`src/rtl/fc_pkg.sv`:
```
// Shared types and helpers for the fully-connected layer sequencer.
package fc_pkg;

    // Layer flow: fill x RAM, clear accumulators, issue N MACs, let the
    // last product land, then hand the results downstream.
    typedef enum logic [2:0] {
        LOAD  = 3'd0,
        CLEAR = 3'd1,
        MAC   = 3'd2,
        DRAIN = 3'd3,
        OUT   = 3'd4
    } fc_state_t;

    // Width of a counter/select covering n values; never narrower than 1 bit.
    function automatic int sel_w(input int n);
        return (n > 1) ? $clog2(n) : 1;
    endfunction

endpackage

```
`src/rtl/fc_seq_counter.sv`:
```
// Modulo-MAX up-counter with enable, terminal flag and synchronous clear.
module fc_seq_counter
    import fc_pkg::*;
#(
    parameter int MAX = 4,
    parameter int W   = sel_w(MAX)
) (
    input  logic         clk,
    input  logic         rst_n,
    input  logic         en,
    input  logic         clr,
    output logic [W-1:0] cnt,
    output logic         last
);

    logic [W-1:0] cnt_q;
    logic [W-1:0] cnt_d;

    assign cnt  = cnt_q;
    assign last = (cnt_q == W'(MAX - 1));

    // Clear wins over counting; the terminal value wraps back to zero.
    always_comb begin
        cnt_d = cnt_q;
        if (clr) begin
            cnt_d = '0;
        end else if (en) begin
            cnt_d = last ? '0 : cnt_q + W'(1);
        end
    end

    // Count register.
    always_ff @(posedge clk or negedge rst_n) begin
        if (!rst_n) begin
            cnt_q <= '0;
        end else begin
            cnt_q <= cnt_d;
        end
    end

endmodule

```
`src/rtl/fc_layer_sequencer.sv`:
```
// Control FSM for one fully-connected layer: loads the x vector, runs the
// P-lane MAC datapath group by group and streams results downstream.
module fc_layer_sequencer
    import fc_pkg::*;
#(
    parameter int M = 4,
    parameter int N = 8,
    parameter int T = 16,
    parameter int P = 1
) (
    input  logic                      clk,
    input  logic                      reset,
    input  logic                      input_valid,
    output logic                      input_ready,
    input  logic                      output_ready,
    output logic                      output_valid,
    output logic [sel_w(N)-1:0]       addr_x,
    output logic                      wr_en_x,
    output logic [sel_w(M*N/P)-1:0]   addr_w,
    output logic                      wr_en_w,
    output logic                      clear_acc,
    output logic                      en_acc,
    output logic [sel_w(P)-1:0]       f_sel,
    output logic                      layer_done
);

    localparam int G   = M / P;
    localparam int KW  = sel_w(N);
    localparam int GW  = sel_w(G);
    localparam int LW  = sel_w(P);
    localparam int AWW = sel_w(M * N / P);

    // Catch unusable parameter sets at elaboration.
    if ((M % P) != 0 || N < 2 || T < 1) begin : g_bad_params
        $error("fc_layer_sequencer: need M %% P == 0, N >= 2, T >= 1");
    end

    fc_state_t state_q, state_d;
    logic      en_acc_q, en_acc_d;
    logic      layer_done_q, layer_done_d;

    logic [KW-1:0]  k_cnt;
    logic [GW-1:0]  g_cnt;
    logic [LW-1:0]  lane_cnt;
    logic           k_last, g_last, lane_last;
    logic           accept_in, out_acc, issue_valid;
    logic           g_step;
    logic [AWW-1:0] aw_cur;

    // Weight row base for the current group plus the element index.
    assign aw_cur = AWW'(g_cnt) * AWW'(N) + AWW'(k_cnt);

    // k walks the input vector in LOAD and the MAC issue slots.
    fc_seq_counter #(.MAX(N), .W(KW)) u_k (
        .clk   (clk),
        .rst_n (reset),
        .en    (accept_in | issue_valid),
        .clr   (1'b0),
        .cnt   (k_cnt),
        .last  (k_last)
    );

    // g advances after the last lane of a group is accepted; cleared at layer end.
    assign g_step = out_acc & lane_last;

    fc_seq_counter #(.MAX(G), .W(GW)) u_g (
        .clk   (clk),
        .rst_n (reset),
        .en    (g_step & ~g_last),
        .clr   (g_step & g_last),
        .cnt   (g_cnt),
        .last  (g_last)
    );

    // lane selects which accumulator is presented downstream.
    fc_seq_counter #(.MAX(P), .W(LW)) u_lane (
        .clk   (clk),
        .rst_n (reset),
        .en    (out_acc),
        .clr   (1'b0),
        .cnt   (lane_cnt),
        .last  (lane_last)
    );

    // Next state and datapath controls; outputs forced low while reset is held.
    always_comb begin
        state_d      = state_q;
        input_ready  = 1'b0;
        wr_en_x      = 1'b0;
        addr_x       = '0;
        addr_w       = '0;
        clear_acc    = 1'b0;
        output_valid = 1'b0;
        f_sel        = '0;
        issue_valid  = 1'b0;
        accept_in    = 1'b0;
        out_acc      = 1'b0;

        case (state_q)
            LOAD: begin
                input_ready = 1'b1;
                wr_en_x     = input_valid;
                addr_x      = k_cnt;
                accept_in   = input_valid;
                if (input_valid && k_last) state_d = CLEAR;
            end
            CLEAR: begin
                clear_acc = 1'b1;
                state_d   = MAC;
            end
            MAC: begin
                addr_x      = k_cnt;
                addr_w      = aw_cur;
                issue_valid = 1'b1;
                if (k_last) state_d = DRAIN;
            end
            DRAIN: begin
                // Last product is still in flight through the registered reads.
                state_d = OUT;
            end
            OUT: begin
                output_valid = 1'b1;
                f_sel        = lane_cnt;
                out_acc      = output_ready;
                if (output_ready && lane_last) state_d = g_last ? LOAD : CLEAR;
            end
            default: state_d = LOAD;
        endcase

        // Registered reads mean the product of this issue arrives next cycle.
        en_acc_d     = issue_valid;
        layer_done_d = g_step & g_last;

        if (!reset) begin
            input_ready  = 1'b0;
            wr_en_x      = 1'b0;
            addr_x       = '0;
            addr_w       = '0;
            clear_acc    = 1'b0;
            output_valid = 1'b0;
            f_sel        = '0;
        end
    end

    assign wr_en_w    = 1'b0;
    assign en_acc     = en_acc_q;
    assign layer_done = layer_done_q;

    // State, accumulate strobe delay and done pulse.
    always_ff @(posedge clk or negedge reset) begin
        if (!reset) begin
            state_q      <= LOAD;
            en_acc_q     <= 1'b0;
            layer_done_q <= 1'b0;
        end else begin
            state_q      <= state_d;
            en_acc_q     <= en_acc_d;
            layer_done_q <= layer_done_d;
        end
    end

endmodule

```
`config.mk`:
```
export PLATFORM = sky130hd
export DESIGN_NAME = fc_layer_sequencer
export DESIGN_NICKNAME = d
export VERILOG_FILES = /design/src/rtl/fc_pkg.sv /design/src/rtl/fc_seq_counter.sv /design/src/rtl/fc_layer_sequencer.sv
export SDC_FILE = /design/constraint.sdc
export NUM_CORES = 1
export LEC_CHECK = 0
export CAP_MARGIN = 10
export CELL_PAD_IN_SITES_DETAIL_PLACEMENT = 1
export CELL_PAD_IN_SITES_GLOBAL_PLACEMENT = 1
export CORE_ASPECT_RATIO = 1.1
export CORE_MARGIN = 3
export CORE_UTILIZATION = 28
export CTS_BUF_LIST = sky130_fd_sc_hd__clkbuf_16
export CTS_CLUSTER_SIZE = 12
export DETAILED_ROUTE_END_ITERATION = 8
export PLACE_DENSITY_LB_ADDON = 0.05
export SLEW_MARGIN = 20
export SYNTH_ARGS = -nofsm -noshare
export SYNTH_HDL_FRONTEND = slang
export SYNTH_SLANG_ARGS = --single-unit
```
`constraint.sdc`:
```
create_clock -name clk -period 1.3 [get_ports clk]
set_clock_uncertainty 0.1 [all_clocks]
set_input_delay 0.26 -clock clk [delete_from_list [all_inputs] [get_ports clk]]
set_output_delay 0.26 -clock clk [all_outputs]
set_load 0.02 [all_outputs]
```
* Word level (Yosys, flattened, before mapping) *
Cells that the tools add are included.
W data, S select, Z words.

storage, ports and cells
  memory bits (writable) = 0
  register bits = 11
  output and inout bits = 16
  memories = 0
  bits in latches = 0
  bits in read-only memories = 0

operators by class
  reductions and logical operators = 6
  shift operators = 0
  magnitude comparators = 0
  div/mod/pow operators = 0
  add/sub/neg operators = 4
  eq/ne operators = 9
  muxes and demuxes = 26
  bitwise operators = 6
  multiply operators = 0

operators by type and width
  kind                   count
  $mux W3                6
  $pmux W3 S5            1
  $mux W1                14
  $mux W5                2
  $eq A3 B2 Y1 const B   2
  $eq A3 B3 Y1 const B   2
  $mux W2                3
  $ne A2 B2 Y1 const B   3
  $add A5 B3 Y5          1
  $add A3 B1 Y3 const B  1
  $and A1 B1 Y1          3
  $eq A3 B1 Y1 const B   1
  $logic_not A3 Y1       1
  $reduce_and A3 Y1      1
  $add A2 B1 Y2 const B  1
  $eq A2 B2 Y1 const B   1
  $logic_and A1 B1 Y1    2
  $not A1 Y1             2
  $reduce_bool A2 Y1     1
  $reduce_or A2 Y1       1
  $add A1 B1 Y1 const B  1
  $or A1 B1 Y1           1

* Longest topological paths before layout *
  word-level depth = 6
  gate-level depth with buffers = 4

* By module *
Synthesis repeated with hierarchy kept, for this count alone.

unflattened totals
  cell total of the unflattened synthesis = 63
  area, all modules = 608.1 um2

modules (own cells, without submodules)
  module                    seq. area each (um2)  area an instance (um2)  times used  cells an instance
  fc_layer_sequencer        125.1                 334.1                   1           39
  fc_seq_counter at u_k     75.1                  151.4                   1           12
  fc_seq_counter at u_g     50.0                  100.1                   1           8
  fc_seq_counter at u_lane  0.0                   22.5                    1           4

* Worst setup path before layout *
No wires, ideal clock.

  path kind = register -> output
  start point = reg state_q[2]
  end point = out wr_en_x
  path slack = -0.394 ns
  required time = 0.940 ns
  arrival = 1.334 ns
  stages on the path, launching flop included = 4
  cell sequence = dfrtp_1 -> nand2b_1 -> nor3_1 -> and2_1

on the way
  longest elaborated chain between the ends = 3

RTL lines
  element                 line                       source
  from (decl)             fc_layer_sequencer.sv:38   fc_state_t state_q, state_d;
  from (signal assigned)  fc_layer_sequencer.sv:156  state_q <= state_d;
  $logic_not A3 Y1        fc_layer_sequencer.sv:99   case (state_q)
  $mux W1                 fc_layer_sequencer.sv:99
  $mux W1                 fc_layer_sequencer.sv:134  if (!reset) begin
  to (decl)               fc_layer_sequencer.sv:18   output logic wr_en_x,

Every way passes these cells.

* Worst setup path in the final report *
Same ends and word-level chain as after synthesis.

==> run metrics <==
Worst setup EP type=primary output; worst vdd ir=0.001566 V; top cell family by delay on the critical path=simple AND/OR/NAND/NOR gates; placer congestion estimate=roughly 0.74; Pins Over Slew Limit=0; Max Cap Viol=0; hpwl dp=1.179 mm; Netlist cell types=20; PD cells=2474 nW/um^2; total CTS buffers=3; # DRC=0; clk buf depth=2; Row Count=16; core area=1842 um^2; global route total overflow=0; Total GRT Usage=16.35%; most common cell after layout, fill and taps aside=buf_6; initial antenna violation count=0; die area=2596 um^2; layout cells sized above 1=73.74%; Gate Count Post-Synth=54; Die Wd=around 50 um; routed vias=587; Initial DRT Pass Iterations=3; Tmin final=1.652 ns; register bit total from synthesis=10; Clock H-tree levels=1; setup slack at placement=-0.9131 ns; Crit path arrival time=~1.3 ns; cell area after synthesis=565.5 um^2; type of the worst min-delay path=in -> async; top cell type's share of synthesized area=between 40% and 50%; worst path cell trace=nand2b_4 -> nor3_4 -> and2_4 -> buf_6; failing checks=negative setup slack; most frequent cells in the layout=21 x buf_6, 16 x buf_4, 7 x and2_4, 7 x dfrtp_1; Worst Hold Slack=0.07444 ns; Layout area overhead=116.4%; Setup TNS=-4.892 ns; Tot Pwr=3.028 mW; port bufs=17; CP Launch Type=flip-flop; first-pass GRT wire length=3.139 mm; Worst Path Class, Setup=reg -> out; Worst Path Max Fanout=3; Vias/cell=4.659; post-route ant nets=0; Util after Layout=66.44%; RSZ-0062 raised after global routing=yes; worst path required time=0.94 ns; Initial Util=slightly above 30%; final setup fails=19; pin count of the biggest net entering global routing=15; clock root buffer=clkbuf_16; outcome=complete, but fails checks; CTS tree=built; share of the yosys chip area belonging to registers=44.25%; crit share post-route=127.0%; DR iter-0 viols=6; nets=107; P_leak=0.5797 nW; Ports=20; largest area contributor in the netlist=dfrtp_1; Setup WS post-layout=-0.3516 ns; worst skew pair latency=0.24 ns; Die Y-Extent=approximately 53 um; Clock transition at path regs=0.04 ns; Area contributors post-synth=dfrtp_1 44%, and2_1 7.7%, ha_1 6.6%; number of diodes=0; final hold violation count=0; Avg Cell Area, Syn=roughly 10 um^2; CTS Sinks=10; Worst Path Buf+Inv=1; Fmax achieved=~600 MHz; Post-CTS Hold Fix Bufs=0; Worst path max stage delay=around 0.39 ns; Avg WL per Cell=18.44 um; Routed WL=roughly 2.3 mm; vias in the first global route=roughly 660; Yosys warning count=0; slowest CP cell=dfrtp_1
==> state kept, by name, summed over array words and instances (netlist names) <==
signal,flops
state_q,3
u_g.cnt,2
en_acc,1
u_k.cnt,3
layer_done,1
==> per-layer routing <==
| metal | up-vias | track usage [%] | part of all wire, % |
|---|---|---|---|
| met5 | - | 0 | 0 |
| met4 | 0 | 8.531 | 2.6 |
| met3 | 4 | 1.972 | 2.8 |
| met2 | 18 | 30.32 | 55 |
| met1 | 290 | 18.54 | 40 |
| li1 | 275 | - | - |
==> timing repair <==
item	CTS	global route
pin swaps	12	8
setup buffers	9	2
gates resized for setup	90	15
endpoints found under the setup margin	21	19
==> worst paths after layout <==
path | slack, ns | start | cells after the start | endpoint
worst max register to register | -0.23 | state_q[1] | 5 | u_g.cnt[1]
worst max-delay path | -0.35 | state_q[2] | 4 | wr_en_x
max in group asynchronous | 0.87 | reset | 2 | state_q[1]
min in group clk | 0.51 | u_k.cnt[0] | 1 | u_k.cnt[0]
worst min-delay path | 0.07 | reset | 2 | u_g.cnt[0]
worst min register to register | 0.51 | u_k.cnt[0] | 1 | u_k.cnt[0]
==> final cells by class <==
cell class | count | area [um^2]
Fill cell | 190 | 618.1
Multi-Input combinational cell | 42 | 439.2
Timing Repair Buffer | 43 | 417.9
Sequential cell | 10 | 254.0
Clock buffer | 3 | 75.07
Tap cell | 27 | 33.78
Clock inverter | 1 | 3.754
==> report_power, final <==
group,switching [mW],leakage (nW),internal (mW)
clock,0.149,0.0385,0.404
combinational,0.783,0.418,1.12
sequential,0.127,0.123,0.449
==> cell usage after synthesis <==
cell type	number
buf_2	1
nor2_1	7
a21oi_1	2
nand2_1	2
nand4bb_1	1
o22ai_1	1
and3_1	4
nor3_2	1
mux2_1	3
or3b_1	1
nor3_1	1
mux2_4	2
nand2b_1	3
and3_4	1
conb_1	1
nor2_2	1
ha_1	3
buf_4	2
and2_1	7
dfrtp_1	10
==> kinds of logic after synthesis <==
logic type / share of synthesized area, %
other: 0.6631
AO/OA/AOI/OAI: 2.877
buffers and inverters: 3.538
adder cells (fa/ha/maj): 6.638
multiplexers: 11.28
flip-flops: 44.25
AND/OR/NAND/NOR: 30.75
==> through the flow <==
step	instances	area, um^2
final	126	1224
after global routing	126	1224
after floorplan	55	628.1
after CTS	125	1157
after detailed placement	112	932.1
after global placement	112	932.1
Power figures use the tool's default switching activity.
